### config.mk
export PLATFORM = sky130hd
export DESIGN_NAME = fft_ctrl
export DESIGN_NICKNAME = d
export VERILOG_FILES = /design/src/rtl/fft_pkg.sv /design/src/rtl/fft_addr_gen.sv /design/src/rtl/fft_ctrl.sv
export SDC_FILE = /design/constraint.sdc
export NUM_CORES = 1
export LEC_CHECK = 0
export BUFFER_PORTS_ARGS = -buffer_cell sky130_fd_sc_hd__clkbuf_2
export CORE_ASPECT_RATIO = 0.75
export CORE_MARGIN = 2
export CORE_UTILIZATION = 45
export CTS_CLUSTER_DIAMETER = 30
export DETAILED_ROUTE_END_ITERATION = 8
export HOLD_SLACK_MARGIN = 0.05
export PLACE_DENSITY_LB_ADDON = 0.2
export SYNTH_ARGS = -nofsm -noshare
export SYNTH_HDL_FRONTEND = slang
export SYNTH_SLANG_ARGS = --single-unit
### constraint.sdc
create_clock -name clk -period 1.7 [get_ports clk]
set_input_delay 0.425 -clock clk [delete_from_list [all_inputs] [get_ports clk]]
set_output_delay 0.425 -clock clk [all_outputs]
set_load 0.02 [all_outputs]
### src/rtl/fft_pkg.sv
// Shared definitions for the radix-2 DIT FFT sequencing controller.
// Holds the controller state encoding, the default transform size, and
// helpers that derive the half-size and twiddle-ROM address width from the
// transform parameters so every file computes them the same way.
package fft_pkg;

    // Default transform size (N = 2^LOG2N)
    localparam int FFT_LOG2N_DEFAULT = 4;
    localparam int FFT_N_DEFAULT     = 1 << FFT_LOG2N_DEFAULT;

    // One butterfly walks RD0 -> RD1 -> LATB -> WR1 -> WR0
    typedef enum logic [2:0] {
        IDLE,
        RD0,
        RD1,
        LATB,
        WR1,
        WR0,
        DONE
    } fft_state_t;

    // Number of butterflies per stage (N/2)
    function automatic int half_points(input int n);
        return n / 2;
    endfunction

    // Twiddle index k spans 0..N/2-1, so the CROM needs LOG2N-1 address bits
    function automatic int crom_addr_width(input int log2n);
        return log2n - 1;
    endfunction

endpackage

### src/rtl/fft_addr_gen.sv
// Butterfly index generator for an in-place-style radix-2 DIT FFT.
// Purely combinational; usable by the controller, a host loader or a model.
//
// Ports:
//   s   - stage number, 0..LOG2N-1
//   j   - butterfly number within the stage, 0..N/2-1
//   i0  - address of the upper butterfly input/output
//   i1  - address of the lower butterfly input/output (i0 + 2^s)
//   k   - twiddle index, W_N^k
module fft_addr_gen
    import fft_pkg::*;
#(
    parameter int LOG2N = FFT_LOG2N_DEFAULT,
    localparam int SW   = $clog2(LOG2N)
) (
    input  logic [SW-1:0]    s,
    input  logic [LOG2N-2:0] j,
    output logic [LOG2N-1:0] i0,
    output logic [LOG2N-1:0] i1,
    output logic [LOG2N-2:0] k
);

    localparam logic [LOG2N-1:0] ONE   = LOG2N'(1);
    localparam logic [SW-1:0]    TOP_S = SW'(LOG2N - 1);

    logic [LOG2N-1:0] j_ext;
    logic [LOG2N-1:0] span;
    logic [LOG2N-1:0] mask;
    logic [LOG2N-1:0] pos;

    // The group bits of j (above bit s) are moved up one place to open a
    // zero at bit s; that zero is the span bit that separates i0 from i1.
    // The position within the group selects the twiddle, scaled so the
    // final stage uses every CROM entry and stage 0 uses only W^0.
    always_comb begin
        j_ext = {1'b0, j};
        span  = ONE << s;
        mask  = span - ONE;
        pos   = j_ext & mask;
        i0    = ((j_ext & ~mask) << 1) | pos;
        i1    = i0 | span;
        k     = (LOG2N-1)'(pos << (TOP_S - s));
    end

endmodule

### src/rtl/fft_ctrl.sv
// Sequencing controller for the radix-2 DIT FFT datapath.
// Walks LOG2N stages x N/2 butterflies, five cycles per butterfly, and
// ping-pongs data between AMEM and BMEM (even stages read AMEM, odd stages
// read BMEM). All control outputs are registers decoded from the next
// state and next counters, so nothing combinational reaches an output.
//
// Ports:
//   clk, rst              - clock, asynchronous active-high reset
//   start                 - request a transform (honoured only in IDLE)
//   busy, done            - transform in progress / one-cycle completion pulse
//   result_in_b           - final data lives in BMEM (1) or AMEM (0)
//   addr_AMEM, we_AMEM    - AMEM port
//   addr_BMEM, we_BMEM    - BMEM port
//   addr_CROM             - twiddle index
//   sel_mem               - datapath source memory (0 AMEM, 1 BMEM)
//   sel_res               - out_FFT is BF1 (1) or held BF0 in REG_C (0)
//   en_REG_A/B/C          - datapath register enables
module fft_ctrl
    import fft_pkg::*;
#(
    parameter int N     = FFT_N_DEFAULT,
    parameter int LOG2N = FFT_LOG2N_DEFAULT
) (
    input  logic             clk,
    input  logic             rst,
    input  logic             start,
    output logic             busy,
    output logic             done,
    output logic             result_in_b,
    output logic [LOG2N-1:0] addr_AMEM,
    output logic             we_AMEM,
    output logic [LOG2N-1:0] addr_BMEM,
    output logic             we_BMEM,
    output logic [LOG2N-2:0] addr_CROM,
    output logic             sel_mem,
    output logic             sel_res,
    output logic             en_REG_A,
    output logic             en_REG_B,
    output logic             en_REG_C
);

    localparam int HALF_N  = half_points(N);
    localparam int CROM_AW = crom_addr_width(LOG2N);
    localparam int SW      = $clog2(LOG2N);

    localparam logic [CROM_AW-1:0] J_LAST = CROM_AW'(HALF_N - 1);
    localparam logic [SW-1:0]      S_LAST = SW'(LOG2N - 1);

    fft_state_t         state, ns;
    logic [SW-1:0]      s, ns_s;
    logic [CROM_AW-1:0] j, ns_j;
    logic [LOG2N-1:0]   nx_i0, nx_i1;
    logic [CROM_AW-1:0] nx_k;
    logic               src_b;

    // Each stage of ping-pong flips the memories, so the final data lands
    // in BMEM exactly when the stage count is odd.
    assign result_in_b = (LOG2N % 2) == 1;

    // Next state and next counters; the counters only move when a
    // butterfly finishes (WR0) and are cleared on the way through DONE.
    always_comb begin
        ns   = state;
        ns_s = s;
        ns_j = j;
        case (state)
            IDLE: if (start) ns = RD0;
            RD0:  ns = RD1;
            RD1:  ns = LATB;
            LATB: ns = WR1;
            WR1:  ns = WR0;
            WR0: begin
                if (j != J_LAST) begin
                    ns_j = j + CROM_AW'(1);
                    ns   = RD0;
                end else if (s != S_LAST) begin
                    ns_j = '0;
                    ns_s = s + SW'(1);
                    ns   = RD0;
                end else begin
                    ns_j = '0;
                    ns_s = '0;
                    ns   = DONE;
                end
            end
            DONE: begin
                ns   = IDLE;
                ns_s = '0;
                ns_j = '0;
            end
            default: begin
                ns   = IDLE;
                ns_s = '0;
                ns_j = '0;
            end
        endcase
    end

    // Addresses for the butterfly being entered, so outputs can be registered
    fft_addr_gen #(
        .LOG2N(LOG2N)
    ) u_addr_gen (
        .s (ns_s),
        .j (ns_j),
        .i0(nx_i0),
        .i1(nx_i1),
        .k (nx_k)
    );

    // Odd stages read BMEM and write AMEM
    assign src_b = ns_s[0];

    // State, counters and every control output. Outputs default to zero
    // each cycle and are then set for the state being entered; the source
    // side gets read addresses, the destination side gets write addresses.
    always_ff @(posedge clk or posedge rst) begin
        if (rst) begin
            state     <= IDLE;
            s         <= '0;
            j         <= '0;
            busy      <= 1'b0;
            done      <= 1'b0;
            addr_AMEM <= '0;
            we_AMEM   <= 1'b0;
            addr_BMEM <= '0;
            we_BMEM   <= 1'b0;
            addr_CROM <= '0;
            sel_mem   <= 1'b0;
            sel_res   <= 1'b0;
            en_REG_A  <= 1'b0;
            en_REG_B  <= 1'b0;
            en_REG_C  <= 1'b0;
        end else begin
            state     <= ns;
            s         <= ns_s;
            j         <= ns_j;
            busy      <= 1'b0;
            done      <= 1'b0;
            addr_AMEM <= '0;
            we_AMEM   <= 1'b0;
            addr_BMEM <= '0;
            we_BMEM   <= 1'b0;
            addr_CROM <= '0;
            sel_mem   <= 1'b0;
            sel_res   <= 1'b0;
            en_REG_A  <= 1'b0;
            en_REG_B  <= 1'b0;
            en_REG_C  <= 1'b0;
            case (ns)
                RD0: begin
                    busy    <= 1'b1;
                    sel_mem <= src_b;
                    if (src_b) addr_BMEM <= nx_i0;
                    else       addr_AMEM <= nx_i0;
                end
                RD1: begin
                    busy      <= 1'b1;
                    sel_mem   <= src_b;
                    en_REG_A  <= 1'b1;
                    addr_CROM <= nx_k;
                    if (src_b) addr_BMEM <= nx_i1;
                    else       addr_AMEM <= nx_i1;
                end
                LATB: begin
                    busy      <= 1'b1;
                    sel_mem   <= src_b;
                    en_REG_B  <= 1'b1;
                    addr_CROM <= nx_k;
                end
                WR1: begin
                    busy     <= 1'b1;
                    sel_mem  <= src_b;
                    en_REG_C <= 1'b1;
                    sel_res  <= 1'b1;
                    if (src_b) begin
                        we_AMEM   <= 1'b1;
                        addr_AMEM <= nx_i1;
                    end else begin
                        we_BMEM   <= 1'b1;
                        addr_BMEM <= nx_i1;
                    end
                end
                WR0: begin
                    busy    <= 1'b1;
                    sel_mem <= src_b;
                    if (src_b) begin
                        we_AMEM   <= 1'b1;
                        addr_AMEM <= nx_i0;
                    end else begin
                        we_BMEM   <= 1'b1;
                        addr_BMEM <= nx_i0;
                    end
                end
                DONE: done <= 1'b1;
                default: ;
            endcase
        end
    end

endmodule

==> results.json <==
{
  "ys_seq_area_frac": 0.511,
  "p_per_area_nw_per_um2": 1900,
  "grt.total_usage": 0.230,
  "area.growth.synth_to_final_pct": 45.3,
  "hp-class": "input port to asynchronous set/reset pin",
  "ant_nets": 0,
  "cp-end-kind": "flip-flop",
  "cts_hold_buf": 0,
  "antenna_found_initial": 0,
  "gp_congestion": 0.915,
  "synth_largest_area_cell": "dfrtp_1",
  "first_pass_iters": 4,
  "path_class": "flip-flop to flip-flop",
  "syn_area_per_cell_um2": 9.72,
  "tritoncts.num_buffers": 3,
  "clock_skew_ns": 0.00268,
  "design.core.area_um2": 2700,
  "insertion_delay_ns": 0.28,
  "clk_root_buffer_cell": "clkbuf_8",
  "cap_violations": 0,
  "post_drt_via_cell_ratio": 5.67,
  "design_area_um2": 1920,
  "postSynthCellCount": 136,
  "start_util": 0.489,
  "hold_viol_final": 0,
  "cts_num_sinks": 27,
  "drcViolationCount": 0,
  "pre_cts_ws_ns": -0.275,
  "syn_area_um2": 1320,
  "dp_hpwl_um": 2290,
  "period_minus_slack_ns": 1.88,
  "grt-ovfl-total": 0,
  "fin_ws_ns": -0.177,
  "die_y_um": 51.0,
  "cp.arrival_ns": 2.02,
  "slew_violations": 0,
  "holdWs_ns": 0.169,
  "design.die.area_um2": 3390,
  "p_leak_nw": 0.931,
  "clockBufferDepth": 2,
  "synth_seq_cells": 27,
  "finalSetupViolations": 15,
  "h-tree-depth": 1,
  "grt_pass1_vias": 1211,
  "ys.warnings.count": 0,
  "rsz0062_at_grt": "yes",
  "timing.fmax_ghz": 0.533,
  "drtIter0Drc": 57,
  "path_max_fanout": 6,
  "nNetsFinal": 201,
  "vdd_drop_max_uv": 878,
  "finalWirelength_um": 3640,
  "min_period_over_period": 1.10,
  "grt_first_pass_wirelength_um": 5710,
  "post_dp_cell_area_um2": 1670,
  "row_count": 16,
  "synthTopCellsByArea": "dfrtp_1 51%, nand3_1 4.5%, nor2_1 3.7%",
  "wl_per_cell_um": 15.8,
  "synth.top_cell.area_share": 0.511,
  "yosysUniqueCellTypes": 40,
  "place.port_buffers": 22,
  "drive_gt1_frac": 0.490,
  "power.total_mw": 3.65,
  "cts_tree": "done",
  "num_vias": 1305,
  "worstSetupStartpointType": "flip-flop",
  "dieWidth_um": 66.6,
  "status": "finished, violations left",
  "clk_pin_slew_ns": 0.09,
  "grt_max_degree": 28,
  "failed_checks": "setup timing",
  "worstPathRequired_ns": 1.84,
  "synth_nets": 142,
  "antennaDiodeCount": 0,
  "io_pins": 24
}
## worst max-delay path: stages, from the launching register on
cell and delay [ns]:
dfrtp_1 0.40, ha_4 0.16, ha_4 0.16, and2_4 0.15
nor4b_4 0.23, a21oi_4 0.09, buf_6 0.15, buf_6 0.12
o211ai_1 0.12, o311ai_2 0.16
## registers in the layout, summed over array words and instances, names as in the netlist
register   cells
en_REG_B       1
en_REG_A       1
s              2
state          3
done           1
busy           1
we_BMEM        1
j              3
sel_mem        1
addr_BMEM      4
we_AMEM        1
en_REG_C       1
addr_CROM      3
addr_AMEM      4
## cell usage after synthesis
| master | n |
|---|---|
| o21ai_2 | 1 |
| a21oi_1 | 5 |
| clkbuf_1 | 1 |
| o31ai_1 | 1 |
| o21ai_0 | 5 |
| inv_1 | 3 |
| buf_4 | 2 |
| nor4_1 | 1 |
| nand3_1 | 12 |
| a221o_1 | 1 |
| a31oi_1 | 1 |
| nor3_1 | 2 |
| or3_4 | 1 |
| or2_1 | 1 |
| a211oi_1 | 6 |
| o21ai_1 | 2 |
| conb_1 | 1 |
| o2bb2ai_1 | 1 |
| xor2_1 | 1 |
| o211ai_1 | 4 |
| a21bo_1 | 1 |
| nand2_1 | 9 |
| ha_1 | 3 |
| nor4b_2 | 1 |
| nor2b_1 | 3 |
| nand2b_1 | 1 |
| nor4bb_1 | 1 |
| inv_2 | 3 |
| nand4_1 | 4 |
| and2_1 | 3 |
| dfrtp_1 | 27 |
| a22oi_1 | 1 |
| o211ai_2 | 1 |
| o22ai_1 | 1 |
| a21oi_2 | 1 |
| and3_1 | 1 |
| buf_2 | 8 |
| a31o_2 | 1 |
| nor2_1 | 13 |
| o311ai_1 | 1 |
## cell type report
| cell class | instances | area (um2) |
|---|---|---|
| inverter | 6 | 25.0 |
| fill | 196 | 781 |
| timing repair buffer | 64 | 440 |
| sequential | 27 | 677 |
| clock inverter | 1 | 7.51 |
| clock buffer | 3 | 41.3 |
| timing repair inverter | 1 | 7.51 |
| multi-input combinational | 92 | 678 |
| tap | 36 | 45.0 |
## layer usage
metal	GRT usage	wire length (um)	share of wire	up-vias
met5	0	0	0	-
met4	0.0646	77	0.021	0
met3	0.0463	225	0.062	11
met2	0.388	1710	0.47	55
met1	0.303	1630	0.45	635
li1	-	-	-	604
## placed cells by master, fill, tap and decap left out, drive strengths merged, types with 2 or more instances in the layout
master / n
a211oi: 6
a21oi: 6
and2: 3
buf: 42
clkbuf: 25
clkinvlp: 2
dfrtp: 27
ha: 3
inv: 6
nand2: 9
nand3: 12
nand4: 4
nor2: 13
nor2b: 3
nor3: 2
o211ai: 5
o21ai: 8
## worst paths after layout
| check | startpoint | end | slack, ns | cells after the start |
|---|---|---|---|---|
| max in group asynchronous | rst | state[2] | 1.26 | 3 |
| min in group clk | start | busy | 0.61 | 3 |
| hold / removal | rst | we_AMEM | 0.17 | 3 |
| hold reg to reg | j[2] | j[2] | 0.66 | 2 |
| setup / recovery | j[1] | addr_BMEM[0] | -0.18 | 9 |
| setup reg to reg | j[1] | addr_BMEM[0] | -0.18 | 9 |
## timing repair
action,CTS,global route
pin swaps,5,7
resized for setup,13,11
endpoints found under the hold margin,0,0
cloned,1,0
buffers inserted,7,5
setup endpoints to repair,14,16
## stage by stage
step	utilization	setup TNS, ns	instances
detailed placement	0.618	-1.89	213
floorplan	-	-0.309	136
finish	0.711	-1.64	230
global route	0.711	-2.61	230
CTS	0.684	-1.54	225
global placement	0.618	-0.673	213
## where the power goes
part / switching (mW) / total, mW / leakage, nW / internal [mW]
Combinational: 1.23 / 2.27 / 0.557 / 1.04
Clock: 0.203 / 0.369 / 0.0217 / 0.167
Sequential: 0.157 / 1.01 / 0.352 / 0.850
Total: 1.59 / 3.65 / 0.931 / 2.06
## kinds of logic (layout without fill, tap and decap cells)
| logic type | after synthesis | after routing | synth area share |
|---|---|---|---|
| compound gates | 34 | 34 | 0.181 |
| xor+xnor | 1 | 1 | 0.00662 |
| fa+ha+maj | 3 | 3 | 0.0284 |
| buf+inv | 17 | 75 | 0.0615 |
| flops | 27 | 27 | 0.511 |
| other cells | 1 | 1 | 0.00284 |
| simple gates | 53 | 53 | 0.209 |
(Power assumes the default switching activity.)
